<file path="config.mk">
export PLATFORM = sky130hd
export DESIGN_NAME = mdr_mem_ctrl
export DESIGN_NICKNAME = d
export VERILOG_FILES = /design/src/rtl/mdr_mem_ctrl.sv
export SDC_FILE = /design/constraint.sdc
export NUM_CORES = 1
export LEC_CHECK = 0
export ABC_AREA = 1
export ABC_CLOCK_PERIOD_IN_PS = 1500
export BUFFER_PORTS_ARGS = -buffer_cell sky130_fd_sc_hd__buf_4
export CAP_MARGIN = 20
export CELL_PAD_IN_SITES_DETAIL_PLACEMENT = 0
export CELL_PAD_IN_SITES_GLOBAL_PLACEMENT = 1
export CORE_ASPECT_RATIO = 1.25
export CORE_UTILIZATION = 28
export CTS_CLUSTER_SIZE = 40
export DETAILED_ROUTE_END_ITERATION = 7
export PLACE_DENSITY_LB_ADDON = 0.1
export SLEW_MARGIN = 20
export SYNTH_ARGS = -nofsm -noshare
export SYNTH_HDL_FRONTEND = slang
export SYNTH_SLANG_ARGS = --single-unit
</file>
<file path="constraint.sdc">
create_clock -name clk -period 1.5 [get_ports clk]
set_clock_uncertainty 0.1 [all_clocks]
set_input_delay 0.15 -clock clk [delete_from_list [all_inputs] [get_ports clk]]
set_output_delay 0.15 -clock clk [all_outputs]
set_load 0.02 [all_outputs]
</file>
<file path="src/rtl/mdr_mem_ctrl.sv">
// mdr_mem_ctrl
// Memory-side data stage paired with the MAR/RAM block. Owns the MDR and
// sequences every RAM access: a single-cycle read or write request from the
// control unit holds the matching RAM strobe for WAIT_CYCLES+1 cycles. A read
// captures RAM data into the MDR. A one-cycle done pulse then follows.
// MAR must already hold the address when a request is issued.
//
// Ports:
//   clk        system clock, all state changes on the rising edge
//   clr        synchronous active-high reset
//   BusMuxOut  CPU bus value, loaded into the MDR when MDRin is high in IDLE
//   MDRin      load MDR from BusMuxOut (honoured only in IDLE)
//   req_read   start a memory read (sampled only in IDLE)
//   req_write  start a memory write of the MDR (sampled only in IDLE)
//   Mdatain    RAM read data
//   read       RAM read strobe
//   write      RAM write strobe
//   MDRMuxIn   write data to RAM, always the MDR contents
//   mdr_q      MDR contents, to the bus mux
//   busy       high while an access is in progress (ACCESS and DONE)
//   done       one-cycle completion pulse
//   proto_err  one-cycle pulse when both requests arrive together in IDLE

module mdr_mem_ctrl #(
  parameter int WAIT_CYCLES = 1,
  parameter int DATA_W      = 32
) (
  input  logic              clk,
  input  logic              clr,
  input  logic [DATA_W-1:0] BusMuxOut,
  input  logic              MDRin,
  input  logic              req_read,
  input  logic              req_write,
  input  logic [DATA_W-1:0] Mdatain,
  output logic              read,
  output logic              write,
  output logic [DATA_W-1:0] MDRMuxIn,
  output logic [DATA_W-1:0] mdr_q,
  output logic              busy,
  output logic              done,
  output logic              proto_err
);

  // The wait counter is 4 bits wide, so larger settings cannot be represented.
  if (WAIT_CYCLES < 0 || WAIT_CYCLES > 15) begin : g_bad_wait_cycles
    $error("mdr_mem_ctrl: WAIT_CYCLES must be in the range 0..15");
  end

  typedef enum logic [1:0] {
    IDLE   = 2'd0,
    ACCESS = 2'd1,
    DONE   = 2'd2
  } state_t;

  state_t            state_q, state_d;
  logic [3:0]        count_q, count_d;
  logic              op_q, op_d;        // 1 = write, 0 = read
  logic              perr_q, perr_d;
  logic [DATA_W-1:0] mdr_d;

  // State register. Reset wins over everything, including an access in flight.
  always_ff @(posedge clk) begin
    if (clr) begin
      state_q <= IDLE;
      count_q <= 4'd0;
      op_q    <= 1'b0;
      perr_q  <= 1'b0;
      mdr_q   <= '0;
    end else begin
      state_q <= state_d;
      count_q <= count_d;
      op_q    <= op_d;
      perr_q  <= perr_d;
      mdr_q   <= mdr_d;
    end
  end

  // Next-state logic. A load with MDRin and a write request in the same IDLE
  // cycle both take effect: the MDR loads on that edge. The write strobe only
  // starts in the following cycle, so it stores the newly loaded value.
  always_comb begin
    state_d = state_q;
    count_d = count_q;
    op_d    = op_q;
    perr_d  = 1'b0;
    mdr_d   = mdr_q;

    unique case (state_q)
      IDLE: begin
        if (MDRin) begin
          mdr_d = BusMuxOut;
        end
        if (req_read && req_write) begin
          perr_d = 1'b1;
        end else if (req_read || req_write) begin
          op_d    = req_write;
          count_d = 4'(WAIT_CYCLES);
          state_d = ACCESS;
        end
      end

      // Count reaching zero marks the last strobe cycle. Read data is taken
      // on that same edge, while RAM is still being strobed.
      ACCESS: begin
        if (count_q == 4'd0) begin
          state_d = DONE;
          if (!op_q) begin
            mdr_d = Mdatain;
          end
        end else begin
          count_d = count_q - 4'd1;
        end
      end

      DONE: begin
        state_d = IDLE;
      end

      default: begin
        state_d = IDLE;
      end
    endcase
  end

  // Outputs decode registered state only, so the request inputs have no
  // combinational path to the RAM strobes.
  assign read      = (state_q == ACCESS) && !op_q;
  assign write     = (state_q == ACCESS) &&  op_q;
  assign busy      = (state_q != IDLE);
  assign done      = (state_q == DONE);
  assign proto_err = perr_q;
  assign MDRMuxIn  = mdr_q;

endmodule

</file>
Word level (Yosys, flattened, before mapping)
Index checks and enable logic that the tools add are counted.

word-level totals
  register bits after elaboration = 40
  bits of input ports = 69
  logic and storage cells = 43

cells by class
  add/sub/neg operators = 1
  equal/unequal tests = 8
  mux-type cells = 13
  bitwise gates (word level) = 2
  reductions and logical operators = 14

operator list
  kind                                                                count
  32-bit 2-to-1 mux                                                   3
  32-bit one-hot mux with 2 select lines                              1
  4-bit 2-to-1 mux                                                    3
  2-bit inequality test, second input constant                        6
  4-bit one-hot mux with 2 select lines                               1
  4-bit AND reduction                                                 2
  2-bit 2-to-1 mux                                                    3
  3-bit AND reduction                                                 2
  4-bit zero test                                                     1
  2-bit one-hot mux with 2 select lines                               1
  2-bit nonzero test                                                  2
  4-bit by 1-bit subtractor with 4-bit output, second input constant  1
  1-bit logical AND                                                   3
  2-bit by 1-bit == test with 1-bit output, second input constant     1
  2-bit == test, second input constant                                1
  2-bit zero test                                                     1
  1-bit NOT                                                           2
  2-bit OR reduction                                                  1
  1-bit zero test                                                     1
  1-bit logical OR                                                    1
  1-bit 2-to-1 mux                                                    1

Longest topological paths before layout
Gate-level depths: netlist of run 1.

  depth in word-level cells = 4
  gate-level depth with buffers = 9

Least setup slack after synthesis of run 1
Ideal clock, no wire load.

  path kind = reg-to-reg
  start point = register count_q[0]
  end point = register mdr_q[0] (netlist: MDRMuxIn[0])
  arrival = 1.163 ns
  path slack = 0.124 ns
  stages on the path, launching flop included = 9
  buffers on the path = 1
  period minus slack after synthesis = 1.376 ns
  cells stage by stage = dfxtp_1 > inv_1 > ha_1 > nand3_1 > nand2_4 > nand2_8 > buf_4 > nor2_1 > nor2_1

between the ends
  longest elaborated chain between the ends = 3

ends and longest elaborated chain
  what                             RTL line  text
  start, declared                  56        logic [3:0] count_q, count_d;
  start signal, assigned           71        count_q <= count_d;
  4-bit zero test                  105       if (count_q == 4'd0) begin
  2-bit inequality test (no line)  --
  4-bit AND reduction (no line)    --
  end signal, assigned             74        mdr_q <= mdr_d;
  end, declared                    38        output logic [DATA_W-1:0] mdr_q,

Every way passes these cells.
A chain may end at the register's enable or synchronous reset.

Worst setup path in the final report of run 1
  start point = register state_q[1]
  end point = output write

between the ends
  longest elaborated chain between the ends = 2

ends and longest elaborated chain
  what                                      RTL line  text
  start, declared                           55        state_t state_q, state_d;
  start signal, assigned                    70        state_q <= state_d;
  2-bit by 1-bit == test with 1-bit output  128       assign write = (state_q == ACCESS) && op_q;
  1-bit logical AND                         128
  end, declared                             36        output logic write,

Every way passes these cells.

==> run metrics, run 1 <==
worst skew pair latency roughly 290 ps; final setup fails 0; crit path DAT 1160 ps; Final Cycle Share a little over nine tenths; RSZ-0062 raised after global routing no; row cnt 37; final slew viol count 0; status complete, no violations; DR vias 2526; H-tree lvl count 2; area grow syn2layout 46.1%; Post-Syn Instances between 400 and 500; peak supply drop between 0.4 and 0.5 mV; worst slack, placed roughly 64 ps; FF+latch count, synth 40; CP startpoint kind flip-flop; Via density about 4; CTS Buffer Depth 2; HPWL after DPL 4910 microns; largest net degree at the start of global routing 21; Clock transition at path regs approximately 80 ps; DR pass1 iterations 4; DRC viols 0; Distinct cells, synth 20; LEAKAGE a little over 2 nW; Mapped Nets 477; CTS root buffer clkbuf_8; DR iter-0 viols 83; max-slew headroom at the worst pin between 80% and 90%; global-route wire length before repair around 10000 microns; Die X ~85 microns; sequential element share of the synthesized area 33.1%; Fmax 707 MHz; core area ~8300 sq um; nets@finish 589; max_cap viols 0; CTS tree built; initial antenna violation count 0; drt wl/cell approximately 10 microns; final hold violations 0; final setup margin 85.6 ps; Max FO, Critical Path 16; CP max stage delay 330 ps; Global Route Usage Sum 14.4%; Sinks on Clock Net 40; Tmin final between 1000 and 1500 ps; CP delay by family, top buffers and inverters; pwr/cell area approximately 1300 nW/um^2; postcts setup bufs 0; Die Span Y ~110 microns; full die area roughly 9000 sq um; Initial Util roughly 29%; final WL roughly 6400 microns; Worst Path Buf+Inv 3; synthesized cell area about 2400 sq um; ANT nets after route 0; WHS roughly 66 ps; Power Total 4.68 mW; Top-Level Pins 138; global route total overflow 0; Worst-Margin Slew roughly 220 ps; Worst Hold Class in -> reg; Crit. End Element primary output; number of global-route vias before repair 2316; critical-path cell list inv_2 > nand2_4 > buf_8 > nor2_2 > buf_4; Setup Crit Path Kind reg -> out; ant diodes 0; synth warn 0; Post-Route Setup TNS 0 ps; crit path max-delay cell type dfxtp_1; input/output buffers between 100 and 150; CP Data Required Time roughly 1300 ps; GPL Wtd Cong 0.722; CTS Buf Count 5; share of cells above drive strength 1 between 30% and 40%; syn avg cell area 6.00 sq um
-- state kept, by name, summed over array words and instances, names as in the netlist --
register	cells
count_q	4
proto_err	1
state_q	2
op_q	1
MDRMuxIn	32
-- synth_stat cells, drive strengths merged --
library cell    n  area share [%]
a21oi           4            0.83
buf            41              13
clkbuf          6            0.93
clkinv          1            0.15
dfxtp          40              33
ha              4             2.1
inv            45             7.1
nand2         178              29
nand3           7             1.4
nor2           75              12
nor3            1            0.21
o21a            1            0.31
o21ai           1            0.21
-- worst register-to-register path, stage by stage (launching register included) --
cell	delay [ps]
dfxtp_2	340
inv_1	50
ha_1	180
nand3_2	100
nand2_4	70
nand2_8	120
buf_4	170
nand2_1	60
nand2_1	50
nor2_1	40
-- final cells by class --
cell class                      instances  area [sq um]
Multi-Input combinational cell        271          1120
Sequential cell                        40           805
Clock buffer                            7          96.3
Timing Repair Buffer                  152          1190
Inverter                               46           175
Clock inverter                          1          30.0
Fill cell                             922          4790
Tap cell                               97           121
-- routing by layer --
metal / part of all wire (%) / up-vias / GRT usage (%) / routed length (microns)
met1: 42 / 1077 / 16.8 / 2680
met4: 1.1 / 0 / 4.36 / 70
li1: - / 1360 / - / -
met5: 0 / - / 0 / 0
met3: 6.1 / 6 / 2.87 / 393
met2: 51 / 83 / 26.3 / 3300
-- placed cells by master (no fill, tap or decap) --
cell	instances
clkinv_1	1
dlygate4sd3_1	2
bufinv_16	1
nor2_2	2
dfxtp_2	3
nand3_1	6
buf_12	3
nand2_1	172
dfxtp_1	37
o21ai_0	1
nor3_1	1
buf_4	146
nand2_4	2
buf_8	1
o21a_1	1
nor2_1	73
a21oi_1	4
inv_1	43
clkbuf_8	7
ha_1	4
inv_2	1
nand2_8	1
nand2_2	3
nand3_2	1
inv_4	1
-- what timing repair did --
| item | in CTS | in global routing |
|---|---|---|
| hold endpoints to repair | 5 | 0 |
| hold buffers | 2 | 0 |
| setup endpoints to repair | 1 | 32 |
| gates cloned | 0 | 0 |
| resized for setup | 3 | 7 |
-- through the flow --
stage / utilization [%] / cell area, sq um / std cells
after floorplan: - / 2420 / 404
after global placement: 40.4 / 3370 / 604
after detailed placement: 40.4 / 3370 / 604
after CTS: 42.3 / 3520 / 614
after global routing: 42.5 / 3540 / 614
final: 42.5 / 3540 / 614
-- final timing paths --
check | start | to | slack [ps] | depth (start not counted)
max | state_q[1] | write | 90 | 5
min | Mdatain[7] | MDRMuxIn[7] | 70 | 5
max reg2reg | count_q[1] | MDRMuxIn[20] | 130 | 9
min reg2reg | count_q[1] | count_q[1] | 390 | 2
-- power breakdown --
part	internal, mW	total (mW)	leakage [nW]	switching [mW]
combinational	0.980	2.25	1.66	1.27
sequential	1.27	1.43	0.332	0.164
clock	0.588	0.993	0.0645	0.405
-- cells by family (layout without fill, tap and decap cells) --
logic type / Yosys count / count (layout) / share of synthesized area [%]
AOI/OAI and AO/OA: 6 / 6 / 1.34
adders and majority gates: 4 / 4 / 2.07
buffers and inverters: 93 / 206 / 21.2
DFF: 40 / 40 / 33.1
and+or+nand+nor: 261 / 261 / 42.4
(Power assumes the default switching activity.)
==> inputs of run 2 (changes only) <==
--- a/config.mk
+++ b/config.mk
@@ -5,14 +5,14 @@
 export SDC_FILE = /design/constraint.sdc
 export NUM_CORES = 1
 export LEC_CHECK = 0
-export ABC_AREA = 1
+export ABC_AREA = 0
 export ABC_CLOCK_PERIOD_IN_PS = 1500
 export BUFFER_PORTS_ARGS = -buffer_cell sky130_fd_sc_hd__buf_4
 export CAP_MARGIN = 20
 export CELL_PAD_IN_SITES_DETAIL_PLACEMENT = 0
 export CELL_PAD_IN_SITES_GLOBAL_PLACEMENT = 1
 export CORE_ASPECT_RATIO = 1.25
-export CORE_UTILIZATION = 28
+export CORE_UTILIZATION = 30
 export CTS_CLUSTER_SIZE = 40
 export DETAILED_ROUTE_END_ITERATION = 7
 export PLACE_DENSITY_LB_ADDON = 0.1
==> run metrics, run 2 <==
Die Span Y 98.8 microns (-6.7%); Die X 79.5 microns (-6.7%); DR vias 2231 (-12%); sequential element share of the synthesized area 35.6% (+2.5 points); largest net degree at the start of global routing 27 (+29%); Tmin final 2040 ps (+624 ps); Worst Hold Class in -> reg; row cnt 34 (-8.1%); ant diodes 0 (unchanged); Top-Level Pins 138 (unchanged); max-slew headroom at the worst pin 73.1% (-12 points); DRC viols 0 (unchanged); reg2reg start count_q[1]; Post-synth EDFFs 0 (unchanged); area leader, netlist dfxtp_1; cts hold-fix bufs 0 (-2); number of global-route vias before repair 2092 (-9.7%); drt wl/cell 13.3 microns (+27%); full die area 7860 sq um (-13%); synthesized cell area 2250 sq um (-7.1%); CTS root buffer clkbuf_8; status complete, but fails checks; Via density 4.60 (+12%); Global Route Usage Sum 15.9% (+1.5 points); Synth top area share 35.6% (+2.5 points); Synth top cells by count nand2_1 (66), dfxtp_1 (40), nor2_1 (39), buf_4 (35), a311oi_2 (28); H-tree lvl count 2 (unchanged); final WL 6450 microns (about the same); synth warn 0 (unchanged); initial antenna violation count 0 (unchanged); CP startpoint kind flip-flop; CTS Buf Count 5 (unchanged); final slew viol count 0 (unchanged); syn avg cell area 8.59 sq um (+43%); nets@finish 470 (-20%); NetSw 1.93 mW (+5.0%); global-route wire length before repair 9930 microns (-4.6%); final setup fails 37 (+37); ANT nets after route 0 (unchanged); Sinks on Clock Net 40 (unchanged); most frequent cells in the layout buf_4 (156), nand2_1 (65), dfxtp_1 (36), a311oi_2 (28), nor2_1 (23); Worst Hold Endpoint op_q; RSZ-0062 raised after global routing yes; Fill cells 667 (-28%); DR iter-0 viols 53 (-36%); core area 7100 sq um (-15%); Final Cycle Share 136% (+42 points); main area contributors after synthesis dfxtp_1 (36%), a311oi_2 (19%), buf_4 (12%), nand2_1 (11%), nor2_1 (6.5%); ys async rst share 0% (unchanged); Placed Area 3370 sq um (about the same); final hold violations 0 (unchanged); Distinct cells, synth 29 (+45%); reg2reg end MDRMuxIn[24]; worst slack, placed -593 ps (-657 ps); Hold Path Depth 3 (-2); most common cell after layout, fill and taps aside buf_4; pwr/cell area 1320 nW/um^2 (+0.24%); CTS tree built; LEAKAGE 1.74 nW (-16%); Largest register FFs 32 (unchanged); input/output buffers 137 (unchanged); Hold Crit Start req_write; failing checks negative setup slack; Mapped Nets 335 (-30%); sequential share of power 29.9% (-0.7 points); Fmax 491 MHz (-31%); Clock transition at path regs 70 ps (about the same); area grow syn2layout 65.5%; final instance area 3730 sq um (+5.3%); FF+latch count, synth 40 (unchanged); Register-to-Register Path Depth 8 (-1); Clk pwr share 13.0% (-8.2 points); Max FO, Critical Path 8 (-8); global route total overflow 0 (unchanged); GPL Wtd Cong 0.704 (-2.5%); Comb power frac 57.1% (+9.0 points); CP Data Required Time 1600 ps (+350 ps); flop2flop setup slack -540 ps (-670 ps); CTS Buffer Depth 2 (unchanged); crit path DAT 2140 ps (+980 ps); peak supply drop 0.595 mV (+30%); Switching Share 39.1% (-0.19 points); HPWL after DPL 4610 microns (-6.1%); DR pass1 iterations 4 (unchanged); max_cap viols 0 (unchanged); final setup margin -538 ps (-624 ps); Initial Util 31.7% (+2.6 points); Worst-Margin Slew 404 ps (+181 ps); Setup Crit Path Kind reg -> reg; Post-Syn Instances 262 (-35%); top_reg_cell synth dfxtp_1; internal power 3.00 mW (+5.8%); share of cells above drive strength 1 62.3% (+29 points); Power Total 4.94 mW (+5.5%); worst skew pair latency 280 ps (about the same); most frequent cell after synthesis nand2_1; Crit. End Element flip-flop; Post-Route Setup TNS -17290 ps (-17290 ps)
run 2: cell count changes in the layout (fill, tap and decap cells not counted), moves of 3 or more:
cell,change
a311oi_1,+4
a311oi_2,+28
buf_12,+4
buf_4,+10
buf_6,+12
clkbuf_16,+3
inv_1,-39
nand2_1,-107
nand2_2,-3
nand3_1,-4
nor2_1,-50
nor2_2,+13
run 2: how the worst max path moves through the flow:
| stage | from | end | slack [ps] | cells after the start |
|---|---|---|---|---|
| after floorplan | count_q[0] | MDRMuxIn[10] | -570 | 7 |
| after global placement | count_q[1] | MDRMuxIn[2] | -510 | 8 |
| after detailed placement | count_q[1] | MDRMuxIn[14] | -590 | 7 |
| after CTS | count_q[1] | MDRMuxIn[14] | -550 | 7 |
| after global routing | count_q[1] | MDRMuxIn[24] | -640 | 8 |
| final | count_q[1] | MDRMuxIn[24] | -540 | 8 |
run 2: cells by family (layout without fill, tap and decap cells):
family	after synthesis	after routing	share of synthesized area (%)
compound gates	41	41	24.0
fa+ha+maj	4	4	2.22
buf+inv	58	191	16.6
flops	40	40	35.6
mux	2	2	0.945
simple gates	117	117	20.7
run 2: repair_timing:
item                                   in CTS  in global routing
setup endpoints to repair                  39                 39
pin swaps                                   3                  9
buffers inserted                            8                  5
resized for setup                          24                 14
endpoints found under the hold margin       0                  0
gates cloned                                0                  3
run 2: layout make-up:
cell class | instances | area, sq um | share of cell area, %
Timing Repair Buffer | 179 | 1540 | 41.2
Multi-Input combinational cell | 164 | 1170 | 31.4
Sequential cell | 40 | 811 | 21.8
Tap cell | 90 | 113 | 3.02
Clock buffer | 5 | 68.8 | 1.85
Inverter | 7 | 26.3 | 0.705
run 2: power groups by stage:
stage                     Combinational (mW)  Sequential [mW]  Clock, mW
final                                   2.82             1.47      0.642
after floorplan                         1.45             1.68          0
after CTS                               2.62             1.47      0.675
after detailed placement                2.47             1.49          0
after global routing                    3.02             1.51      0.725
after global placement                  2.46             1.47          0
run 2: critical path, cell delays in order, from the launching register on:
cell and delay, ps:
dfxtp_2 320, inv_2 70, ha_4 130, or3b_4 390, a221oi_4 340, buf_6 220, buf_8 160, nor2_1 50
a311oi_2 170
run 2: layer usage:
layer	wire, microns	track usage (%)
met4	55	3.78
met1	2640	19.2
met3	431	3.89
met2	3320	28.0
met5	0	0
run 2: through the flow:
| stage | utilization [%] | hold slack, ps | cells |
|---|---|---|---|
| after floorplan | - | 194 | 262 |
| after global placement | 47.4 | 306 | 465 |
| after detailed placement | 47.4 | 308 | 465 |
| after CTS | 50.2 | 4.75 | 477 |
| after global routing | 52.4 | 33.9 | 485 |
| final | 52.4 | 11.8 | 485 |
